$ cat src/rtl/snn_pkg.sv
// Shared types and constants for the SNN digit-classifier sequencer.
package snn_pkg;

  localparam int unsigned IMG_BYTES  = 98;
  localparam int unsigned IMG_PIXELS = 784;
  localparam int unsigned BYTE_CNT_W = 7;

  typedef enum logic [2:0] {
    StIdle,
    StUnpack,
    StWaitByte,
    StStartCore,
    StWaitCore,
    StSend
  } snn_seq_state_t;

endpackage

$ cat src/rtl/snn_rx_timer.sv
// Inter-byte idle counter: clear has priority, expired flags the last allowed cycle.
module snn_rx_timer #(
  parameter int unsigned TIMEOUT_CYC = 1000000
) (
  input  logic clk,
  input  logic rst_n,
  input  logic clr,
  input  logic en,
  output logic expired
);

  localparam int unsigned CntW = (TIMEOUT_CYC > 1) ? $clog2(TIMEOUT_CYC) : 1;

  logic [CntW-1:0] cnt_q;

  always_ff @(posedge clk or negedge rst_n) begin
    if (!rst_n) begin
      cnt_q <= '0;
    end else if (clr) begin
      cnt_q <= '0;
    end else if (en) begin
      cnt_q <= cnt_q + 1'b1;
    end
  end

  assign expired = (cnt_q == CntW'(TIMEOUT_CYC - 1));

endmodule

$ cat src/rtl/snn_seq_ctrl.sv
// Image loader / core launcher / result sender for the SNN classifier.
module snn_seq_ctrl #(
  parameter int unsigned IMG_BYTES   = snn_pkg::IMG_BYTES,
  parameter int unsigned ADDR_W      = 10,
  parameter int unsigned TIMEOUT_CYC = 1000000
) (
  input  logic              clk,
  input  logic              rst_n,
  input  logic              rx_rdy,
  input  logic [7:0]        rx_data,
  input  logic              tx_rdy,
  output logic              tx_start,
  output logic [7:0]        tx_data,
  output logic              core_start,
  input  logic              core_done,
  input  logic [3:0]        core_digit,
  input  logic [ADDR_W-1:0] core_addr,
  output logic [ADDR_W-1:0] ram_addr,
  output logic              ram_data,
  output logic              ram_we,
  output logic [3:0]        digit,
  output logic              busy,
  output logic              err_ovr,
  output logic              err_timeout
);
  import snn_pkg::*;

  localparam logic [BYTE_CNT_W-1:0] LastByte = BYTE_CNT_W'(IMG_BYTES - 1);

  snn_seq_state_t          state_q, state_d;
  logic [BYTE_CNT_W-1:0]   byte_cnt_q, byte_cnt_d;
  logic [2:0]              bit_idx_q, bit_idx_d;
  logic [7:0]              shift_q, shift_d;
  logic [7:0]              hold_q, hold_d;
  logic                    pending_q, pending_d;
  logic [3:0]              digit_q, digit_d;
  logic [7:0]              tx_data_q, tx_data_d;
  logic                    err_ovr_q, err_ovr_d;
  logic                    err_to_q, err_to_d;
  logic                    tmr_clr, tmr_en, tmr_expired;

  snn_rx_timer #(
    .TIMEOUT_CYC(TIMEOUT_CYC)
  ) u_rx_timer (
    .clk    (clk),
    .rst_n  (rst_n),
    .clr    (tmr_clr),
    .en     (tmr_en),
    .expired(tmr_expired)
  );

  always_ff @(posedge clk or negedge rst_n) begin
    if (!rst_n) begin
      state_q    <= StIdle;
      byte_cnt_q <= '0;
      bit_idx_q  <= '0;
      shift_q    <= '0;
      hold_q     <= '0;
      pending_q  <= 1'b0;
      digit_q    <= '0;
      tx_data_q  <= '0;
      err_ovr_q  <= 1'b0;
      err_to_q   <= 1'b0;
    end else begin
      state_q    <= state_d;
      byte_cnt_q <= byte_cnt_d;
      bit_idx_q  <= bit_idx_d;
      shift_q    <= shift_d;
      hold_q     <= hold_d;
      pending_q  <= pending_d;
      digit_q    <= digit_d;
      tx_data_q  <= tx_data_d;
      err_ovr_q  <= err_ovr_d;
      err_to_q   <= err_to_d;
    end
  end

  always_comb begin
    state_d    = state_q;
    byte_cnt_d = byte_cnt_q;
    bit_idx_d  = bit_idx_q;
    shift_d    = shift_q;
    hold_d     = hold_q;
    pending_d  = pending_q;
    digit_d    = digit_q;
    tx_data_d  = tx_data_q;
    err_ovr_d  = err_ovr_q;
    err_to_d   = err_to_q;
    tmr_clr    = 1'b1;
    tmr_en     = 1'b0;

    unique case (state_q)
      StIdle: begin
        if (rx_rdy) begin
          shift_d = rx_data;
          state_d = StUnpack;
        end
      end
      StUnpack: begin
        bit_idx_d = bit_idx_q + 3'd1;
        if (bit_idx_q == 3'd7) begin
          byte_cnt_d = byte_cnt_q + 1'b1;
          if (byte_cnt_q == LastByte) begin
            // Anything beyond the last image byte has nowhere to go.
            state_d   = StStartCore;
            pending_d = 1'b0;
            if (pending_q || rx_rdy) err_ovr_d = 1'b1;
          end else if (pending_q) begin
            shift_d = hold_q;
            if (rx_rdy) hold_d = rx_data;
            else        pending_d = 1'b0;
          end else if (rx_rdy) begin
            // Byte landing on the final bit cycle chains straight into the next unpack.
            shift_d = rx_data;
          end else begin
            state_d = StWaitByte;
          end
        end else if (rx_rdy) begin
          if (pending_q) begin
            err_ovr_d = 1'b1;
          end else begin
            hold_d    = rx_data;
            pending_d = 1'b1;
          end
        end
      end
      StWaitByte: begin
        if (rx_rdy) begin
          shift_d = rx_data;
          state_d = StUnpack;
        end else begin
          tmr_clr = 1'b0;
          tmr_en  = 1'b1;
          if (tmr_expired) begin
            byte_cnt_d = '0;
            bit_idx_d  = '0;
            err_to_d   = 1'b1;
            state_d    = StIdle;
          end
        end
      end
      StStartCore: begin
        byte_cnt_d = '0;
        state_d    = StWaitCore;
        if (rx_rdy) err_ovr_d = 1'b1;
      end
      StWaitCore: begin
        if (rx_rdy) err_ovr_d = 1'b1;
        if (core_done) begin
          digit_d   = core_digit;
          tx_data_d = {4'h0, core_digit};
          state_d   = StSend;
        end
      end
      StSend: begin
        if (rx_rdy) err_ovr_d = 1'b1;
        if (tx_rdy) state_d = StIdle;
      end
      default: state_d = StIdle;
    endcase
  end

  // The core owns the RAM read port while it runs.
  always_comb begin
    ram_addr = ADDR_W'({byte_cnt_q, bit_idx_q});
    if (state_q == StStartCore || state_q == StWaitCore) ram_addr = core_addr;
  end

  assign ram_we      = (state_q == StUnpack);
  assign ram_data    = (state_q == StUnpack) & shift_q[bit_idx_q];
  assign core_start  = (state_q == StStartCore);
  assign tx_start    = (state_q == StSend) & tx_rdy;
  assign tx_data     = tx_data_q;
  assign digit       = digit_q;
  assign busy        = (state_q != StIdle);
  assign err_ovr     = err_ovr_q;
  assign err_timeout = err_to_q;

endmodule

$ cat config.mk
export PLATFORM = sky130hd
export DESIGN_NAME = snn_seq_ctrl
export DESIGN_NICKNAME = d
export VERILOG_FILES = /design/src/rtl/snn_pkg.sv /design/src/rtl/snn_rx_timer.sv /design/src/rtl/snn_seq_ctrl.sv
export SDC_FILE = /design/constraint.sdc
export NUM_CORES = 1
export LEC_CHECK = 0
export CAP_MARGIN = 20
export CORE_MARGIN = 2
export CORE_UTILIZATION = 48
export CTS_CLUSTER_SIZE = 12
export DETAILED_ROUTE_END_ITERATION = 8
export PLACE_DENSITY = 0.77
export SYNTH_ARGS = -nofsm -noshare
export SYNTH_HDL_FRONTEND = slang
export SYNTH_SLANG_ARGS = --single-unit
export TNS_END_PERCENT = 1
$ cat constraint.sdc
create_clock -name clk -period 2.14 [get_ports clk]
set_input_delay 0.428 -clock clk [delete_from_list [all_inputs] [get_ports clk]]
set_output_delay 0.428 -clock clk [all_outputs]
set_load 0.005 [all_outputs]
# Word level (Yosys, flattened, before mapping)
# Cells that the tools add are included.
# word_totals
register_bits	56
input_bits	27
output_inout_bits	29
elab_cells	111
# classes
add_sub_neg	3
n_lt_le_gt_ge	1
eq_ne	27
muxes	46
n_bitwise	3
n_reduce_logical	21
# op_table
cell	n
$mux 8	10
$mux 20	2
$mux 3	10
$mux 7	3
$pmux 7 s3	1
$add 20x1->20 const B	1
$eq 20x20->1 const B	1
$ne 3x2->1 const B	6
$pmux 3 s6	1
$ne 2x2->1 const B	8
$pmux 8 s2	1
$mux 1	14
$reduce_and 6->1	2
$mux 10	1
$reduce_bool 2->1	5
$eq 3x3->1 const B	3
$reduce_and 3->1	3
$add 7x1->7 const B	1
$eq 7x7->1 const B	1
$reduce_and 7->1	1
$eq 3x2->1 const B	2
$ne 2x1->1 const B	3
$pmux 3 s2	1
$reduce_bool 3->1	2
15 further kinds	18

# Logic depth before layout (Yosys ltp)
# Gate-level depths: netlist of run 1.
# depth
depth_word	5
ltp_mapped	7
ltp_nobuf	6

# Modules after synthesis
# A second synthesis of run 1 with hierarchy kept.
# unflattened
cells_unflattened	303
area_unflattened_um2	3105.5
# modules_own_cells
mod	n_inst	cells_each	area_each_um2	seq_area_each_um2
snn_seq_ctrl	1	195	2062.0	900.9
snn_rx_timer	1	108	1043.5	500.5

# Worst setup path before layout of run 1
# No wires, ideal clock.
# synth_path
path_kind	reg2out
from	register state_q[0]
to	output ram_addr[0]
t_arrival_ps	1616
required_ps	1712
setup_slack_ps	96
path_stages_with_launch	8
path_buffers	3
path_cell_list	dfrtp_1 buf_4 nor2b_1 and2_1 clkbuf_1 or2_1 clkbuf_1 mux2_1
# synth_between
elab_chain_cells	3
word_cells_on_any_way	4
classes_between	2 x eq/ne; 1 x mux; 1 x reduce/logical
# synth_rtl
item	line_no	source
start, declared	snn_seq_ctrl.sv:30	snn_seq_state_t state_q, state_d;
start signal, assigned	snn_seq_ctrl.sv:54	state_q <= StIdle;
start signal, assigned	snn_seq_ctrl.sv:65	state_q <= state_d;
$eq 3x2->1	-	
named net core_start	snn_seq_ctrl.sv:14	output logic core_start,
$logic_or 1x1->1	snn_seq_ctrl.sv:166	if (state_q == StStartCore || state_q == StWaitCore) ram_addr = core_addr;
$mux 10	snn_seq_ctrl.sv:166	
end, declared	snn_seq_ctrl.sv:18	output logic [ADDR_W-1:0] ram_addr,
# The timed path passes the listed nets, and every way through them passes these cells.

# Final worst setup path of run 1
# layout_path
from	register state_q[2]
to	register hold_q[1]
# layout_between
elab_chain_cells	2
# layout_rtl
item	line_no	source
$eq 3x1->1	snn_seq_ctrl.sv:92	unique case (state_q)
$reduce_and 6->1 (no source line)	-	
end signal, assigned	snn_seq_ctrl.sv:69	hold_q <= hold_d;
end, declared	snn_seq_ctrl.sv:34	logic [7:0] hold_q, hold_d;
# No other way between the ends.
# A chain may end at the register's enable or synchronous reset.

==> results by group, run 1 <==
STA
  – Final period utilization: 105%
  – Final WS setup: -99.7 ps
  – Slew headroom: 64.0%
  – Tmin final: 2240 ps
  – Clock Skew: 14.3 ps
  – RSZ-0062 raised after global routing: yes
  – Final hold viol count: 0
  – Final hold slack: 34.7 ps
  – Worst slew pin tran: 536 ps
  – Setup violators final: 11
  – Slew Limit Fails: 0
  – Fmax: 0.446 GHz

Critical path
  – Startpoint types: flip-flop
  – Slowest stage delay, CP: 480 ps
  – WP data required: 2350 ps
  – Slowest CP cell: dfrtp_2
  – Reg2reg setup slack: -100 ps
  – Reg2Reg Depth: 6
  – Crit. End Element: flip-flop
  – Crit path arrival time: 2450 ps
  – R2r endpoint: hold_q[1]
  – Cells along the critical path: buf_6 > or3b_4 > buf_6 > or4_4 > o21ai_4 > mux2_4
  – Reg-to-Reg Start: state_q[2]
  – Critical Path Fanout Max: 8
  – Critical path's most frequent cell: buf_6
  – CP Class: flip-flop to flip-flop

Power and ir drop
  – Worst vdd ir: 0.000838 V
  – PwrDens: 1210 mW/mm^2
  – Leak: 1.74 nW

Clock network
  – Clock-pin slew on the worst setup and hold paths: 100 ps
  – CTS tree: done
  – Clk sink count: 56
  – Bufs on Longest Clock Path: 2
  – Hold_buf cts: 0
  – CTS Buf Count: 5
  – Clk_lat worst skew: 310 ps
  – H-tree depth: 2
  – Clk root buf: clkbuf_8

Route
  – Total wire length: 7.53 mm
  – Vias post-DR: 2,693
  – Vias per inst: 5.74
  – Routed len/inst: 16.1 um
  – Final ANT Viol Nets: 0
  – First-pass DRT Iterations: 4
  – Detailed Route Iter0 Violations: 102
  – # DRC: 0

GRT
  – Initial antenna violation count: 0
  – First-pass GRT wire length: 12.7 mm
  – Pin count of the biggest net entering global routing: 25
  – Vias in the first global route: 2,766
  – Total gr overflow: 0
  – GR Util All Layers: 21.7%

Run
  – Max-cap violations: 0

Place
  – Dpl cells: 455
  – Port bufs: 51
  – GP Congestion: 0.865
  – Dpl hpwl: 5.52 mm
  – DP Area: 0.00391 sq mm

Floorplan
  – Starting density of the core: 49.7%
  – IO Pins: 56
  – Die area: 0.00724 sq mm
  – Die Wd: 85.1 um
  – Core ar.: 0.00635 sq mm
  – Row cnt: 29
  – Die Ht: 85.1 um

Run status
  – Failing checks: setup timing
  – Status: finished, violations left

Logic synthesis
  – Post-synth EDFFs: 0
  – Syn avg cell area: 10.1 sq um
  – #FFs+latches synth: 56
  – Top_reg_cell synth: dfrtp_1
  – Cell count after synthesis: 312
  – Mapped cell area: 0.00316 sq mm
  – Synth area leaders: dfrtp_1, o21ai_0, mux2_4, mux2_2, nor2_1
  – Yosys warns: 0
  – Post-synth ARST share: 100%
  – Distinct cell type count after synthesis: 66
  – Synth top area share: 44.4%
  – Post-synthesis sequential area ratio: 44.4%
  – Yosys top cell by area: dfrtp_1

Min path
  – Worst min-delay path class: input port to asynchronous set/reset pin

Final layout
  – Finished Layout Cells: 469
  – Area grow syn2layout: 29.4%
  – Final nets: 423
  – Design Area, Final: 0.00409 sq mm
  – N_diodes: 0
  – Layout cells sized above 1: 25.8%
[metal layers]
metal  track usage [%]  part of all wire (%)  up-vias  routed length (um)
met2              37.4                    51       64                3830
met1              27.6                    43     1304                3250
met5                 0                     0        -                   0
li1                  -                     -     1310                   -
met3              3.79                   3.7       15                 275
met4              7.07                   2.3        0                 174
[kinds of logic (layout without fill, tap and decap cells)]
group                      Yosys count  count (layout)  share of synthesized area [%]
adders and majority gates            5               5                           1.98
other                                1               4                          0.119
muxes                               24              24                           10.1
DFF                                 56              56                           44.4
AOI/OAI and AO/OA                   84              84                           18.3
xor gates and xnor gates             9               9                           2.50
and+or+nand+nor                    106             106                           18.4
buffers and inverters               27             104                           4.32
[layout by cell type, fill, tap and decap left out, drive strengths merged, types with 7 or more instances in the layout]
cell type / n
dfrtp: 56
buf: 42
clkdlybuf4s50: 36
o21ai: 28
nor2: 22
nand2: 19
mux2: 18
nand3: 14
a21oi: 13
clkbuf: 11
o22ai: 9
inv: 9
a2bb2oi: 8
and2: 7
[cell usage after synthesis, types with 9 or more instances]
| master | instances |
|---|---|
| o21ai_0 | 25 |
| dfrtp_1 | 56 |
| nand3_1 | 14 |
| nor2_1 | 22 |
| buf_4 | 9 |
| o22ai_1 | 9 |
| a21oi_1 | 13 |
| nand2_1 | 19 |
| mux2_2 | 9 |
[critical path: cells and delay by family, from the launching register on]
kind | cells | cell delay [ps]
flip-flops | 1 | 480
AO/OA/AOI/OAI | 1 | 190
buffers and inverters | 2 | 300
multiplexers | 1 | 340
AND/OR/NAND/NOR | 2 | 820
[stage by stage]
stage               TNS (ps)  power [mW]  setup WS (ps)  util [%]
floorplan                  0        3.09           95.5         -
global placement       -1240        4.12          -84.6      61.5
detailed placement     -2030        4.19           -147      61.5
CTS                    -1620        4.83           -155      64.0
global route           -1940        5.26           -161      64.4
finish                  -945        4.93          -99.7      64.4
[layout make-up]
| cell class | instances | area (sq um) |
|---|---|---|
| fillers | 517 | 2260 |
| well taps | 77 | 96.3 |
| flip-flops and latches | 56 | 1400 |
| clock inverters | 3 | 18.8 |
| inverters | 9 | 36.3 |
| clock buffers | 5 | 68.8 |
| multi-input cells | 232 | 1700 |
| repair buffers | 87 | 761 |
[flip-flops by register name, summed over array words and instances (netlist names)]
register	flops
state_q	3
pending_q	1
byte_cnt_q	7
tx_data	4
bit_idx_q	3
shift_q	8
err_ovr	1
err_timeout	1
hold_q	8
u_rx_timer.cnt_q	20
[worst max path at each step]
stage / slack, ps / endpoint / startpoint
after floorplan: 100 / ram_addr[0] / state_q[0]
after global placement: -80 / hold_q[6] / rx_rdy
after detailed placement: -150 / ram_addr[7] / state_q[2]
after CTS: -160 / ram_addr[7] / state_q[2]
after global routing: -160 / ram_addr[7] / state_q[2]
final: -100 / hold_q[1] / state_q[2]
[power breakdown]
group	switching [mW]	internal, mW
logic	1.22	1.51
clock network	0.337	0.229
registers	0.267	1.37
[timing repair]
action	4_1_cts	5_1_grt
pin swaps	5	4
gates resized for setup	51	29
setup endpoints to repair	30	30
buffers inserted	6	1
(Power assumes the default switching activity.)
==> run 2, diff against run 1 <==
--- a/config.mk
+++ b/config.mk
@@ -10,6 +10,7 @@
 export CORE_UTILIZATION = 48
 export CTS_CLUSTER_SIZE = 12
 export DETAILED_ROUTE_END_ITERATION = 8
+export HOLD_SLACK_MARGIN = 0.12
 export PLACE_DENSITY = 0.77
 export SYNTH_ARGS = -nofsm -noshare
 export SYNTH_HDL_FRONTEND = slang
==> run 2 against run 1 <==
  * The run still ends with setup timing left
  * Highest routed layer unchanged
  * Non-clock buffer count increased by 1
  * Largest cell class unchanged
  * Routed wire length about the same
  * Worst setup slack improved by 1.3 ps
==> results by group, run 2 (same netlist as run 1, synthesis figures left out) <==
Run status
  – Status: finished, violations left (unchanged)
  – Failing checks: setup timing (unchanged)

Route
  – Vias per inst: 5.72 (was 5.74)
  – Routed len/inst: 16.0 um (was 16.1 um)
  – Vias post-DR: 2,689 (was 2,693)
  – # DRC: 0 (unchanged)
  – First-pass DRT Iterations: 4 (unchanged)
  – Detailed Route Iter0 Violations: 108 (was 102)
  – Final ANT Viol Nets: 0 (unchanged)
  – Total wire length: 7.54 mm (was 7.53 mm)

Clock network
  – H-tree depth: 2 (unchanged)
  – Clk_lat worst skew: 310 ps (about the same)
  – CTS tree: done (unchanged)
  – Clk root buf: clkbuf_8 (unchanged)
  – Bufs on Longest Clock Path: 2 (unchanged)
  – Clock-pin slew on the worst setup and hold paths: 100 ps (about the same)
  – Clk sink count: 56 (unchanged)
  – CTS Buf Count: 5 (unchanged)

Final layout
  – Number of fill cells: 516 (was 517)
  – Final nets: 424 (was 423)
  – Area grow syn2layout: 29.8% (was 29.4%)
  – Max FFs per register: 20 (unchanged)
  – Layout cells sized above 1: 25.7% (was 25.8%)
  – Finished Layout Cells: 470 (was 469)
  – Commonest non-fill, non-tap cells in the layout: dfrtp_1, clkdlybuf4s50_1, buf_4 (unchanged)
  – N_diodes: 0 (unchanged)
  – Largest Register: u_rx_timer.cnt_q (unchanged)
  – Multi-input combinational cell area: 0.00170 sq mm (unchanged)
  – Most common cell after layout, fill and taps aside: dfrtp_1 (unchanged)
  – FF/Latch Area: 0.00140 sq mm (unchanged)
  – Largest registers: u_rx_timer.cnt_q (20), hold_q (8), shift_q (8) (unchanged)

Power and ir drop
  – Clock network power share: 11.5% (about the same)
  – Combinational power share: 55.4% (was 55.3%)
  – PwrDens: 1200 mW/mm^2 (was 1210 mW/mm^2)
  – Worst vdd ir: 0.000838 V (about the same)
  – Sequential Power Share: 33.2% (about the same)
  – Psw: 1.82 mW (about the same)
  – Leak: 1.74 nW (about the same)
  – Switching share of power: 36.9% (was 37.0%)
  – Pint: 3.11 mW (about the same)

STA
  – Slew Limit Fails: 0 (unchanged)
  – Tmin final: 2240 ps (about the same)
  – Fmax: 0.447 GHz (was 0.446 GHz)
  – Final WS setup: -98.4 ps (was -99.7 ps)
  – Final period utilization: 105% (about the same)
  – Slew headroom: 64.0% (about the same)
  – Final hold viol count: 0 (unchanged)
  – Final hold slack: 476 ps (was 34.7 ps)
  – Setup violators final: 11 (unchanged)
  – RSZ-0062 raised after global routing: yes (unchanged)
  – Clock Skew: 14.2 ps (was 14.3 ps)
  – Worst slew pin tran: 536 ps (about the same)

Floorplan
  – Die Wd: 85.1 um (unchanged)
  – Row cnt: 29 (unchanged)
  – Core ar.: 0.00635 sq mm (unchanged)
  – Starting density of the core: 49.7% (unchanged)
  – Die Ht: 85.1 um (unchanged)
  – Die area: 0.00724 sq mm (unchanged)
  – IO Pins: 56 (unchanged)

Critical path
  – Critical Path Fanout Max: 8 (unchanged)
  – Startpoint types: flip-flop (unchanged)
  – WP data required: 2350 ps (about the same)
  – Crit path arrival time: 2450 ps (about the same)
  – CP Class: flip-flop to flip-flop (unchanged)
  – Crit. End Element: flip-flop (unchanged)

Run
  – Max-cap violations: 0 (unchanged)

GRT
  – Pin count of the biggest net entering global routing: 25 (unchanged)
  – GR Util All Layers: 21.7% (unchanged)
  – Initial antenna violation count: 0 (unchanged)
  – Vias in the first global route: 2,766 (unchanged)
  – First-pass GRT wire length: 12.7 mm (unchanged)
  – Total gr overflow: 0 (unchanged)

Place
  – Port bufs: 51 (unchanged)
  – Post-Place Setup Slack: -147 ps (unchanged)
  – Dpl hpwl: 5.52 mm (unchanged)
  – GP Congestion: 0.865 (unchanged)
  – Dpl cells: 455 (unchanged)

Min path
  – Worst min-delay path class: flip-flop to flip-flop (was input port to asynchronous set/reset pin)
-- run 2: changes by cell type in the layout (fill, tap and decap cells not counted), sizes merged --
cell,delta
dlygate4sd3,+1
-- run 2: routing by layer --
layer	track usage, %	up-vias	wire [um]
li1	-	1313	-
met1	27.6	1297	3260
met2	37.4	64	3830
met3	3.79	15	267
met4	7.07	0	174
met5	0	-	0
-- run 2: final timing paths --
| kind | from | to | slack [ps] | depth (start not counted) |
|---|---|---|---|---|
| worst max-delay path | state_q[2] | hold_q[1] | -100 | 6 |
| min in group asynchronous | rst_n | u_rx_timer.cnt_q[14] | 570 | 2 |
| max in group asynchronous | rst_n | state_q[2] | 970 | 3 |
| worst min-delay path | err_ovr | err_ovr | 480 | 1 |
| worst min register to register | err_ovr | err_ovr | 480 | 1 |
| worst max register to register | state_q[2] | hold_q[1] | -100 | 6 |
-- run 2: cell type report --
cell class / count / area share (%)
multi-input cells: 232 / 41.6
flip-flops and latches: 56 / 34.3
repair buffers: 88 / 18.8
well taps: 77 / 2.35
clock buffers: 5 / 1.68
inverters: 9 / 0.885
clock inverters: 3 / 0.458
-- run 2: per-stage QoR --
step	power (mW)	util (%)	TNS [ps]	instance area [sq um]
detailed placement	4.19	61.5	-2030	3910
floorplan	3.09	-	0	3170
finish	4.92	64.5	-931	4100
global placement	4.12	61.5	-1240	3910
CTS	4.83	64.1	-1620	4070
global route	5.26	64.5	-1940	4100
-- run 2: worst max-delay path: stages (launching register included) --
cell,delay (ps)
dfrtp_2,480
buf_6,160
or3b_4,410
buf_6,140
or4_4,420
o21ai_4,190
mux2_4,340
-- run 2: power groups by stage --
stage / registers, mW / clock network [mW] / logic (mW)
finish: 1.63 / 0.564 / 2.73
global route: 1.68 / 0.640 / 2.94
CTS: 1.62 / 0.580 / 2.63
detailed placement: 1.62 / 0 / 2.57
global placement: 1.62 / 0 / 2.50
floorplan: 1.57 / 0 / 1.52
-- run 2: what timing repair did --
| item | 4_1_cts | 5_1_grt |
|---|---|---|
| hold endpoints to repair | 15 | 0 |
| setup endpoints to repair | 30 | 30 |
| buffers inserted | 6 | 1 |
| gates resized for setup | 51 | 29 |
| pin swaps | 5 | 4 |
| hold buffers | 1 | 0 |
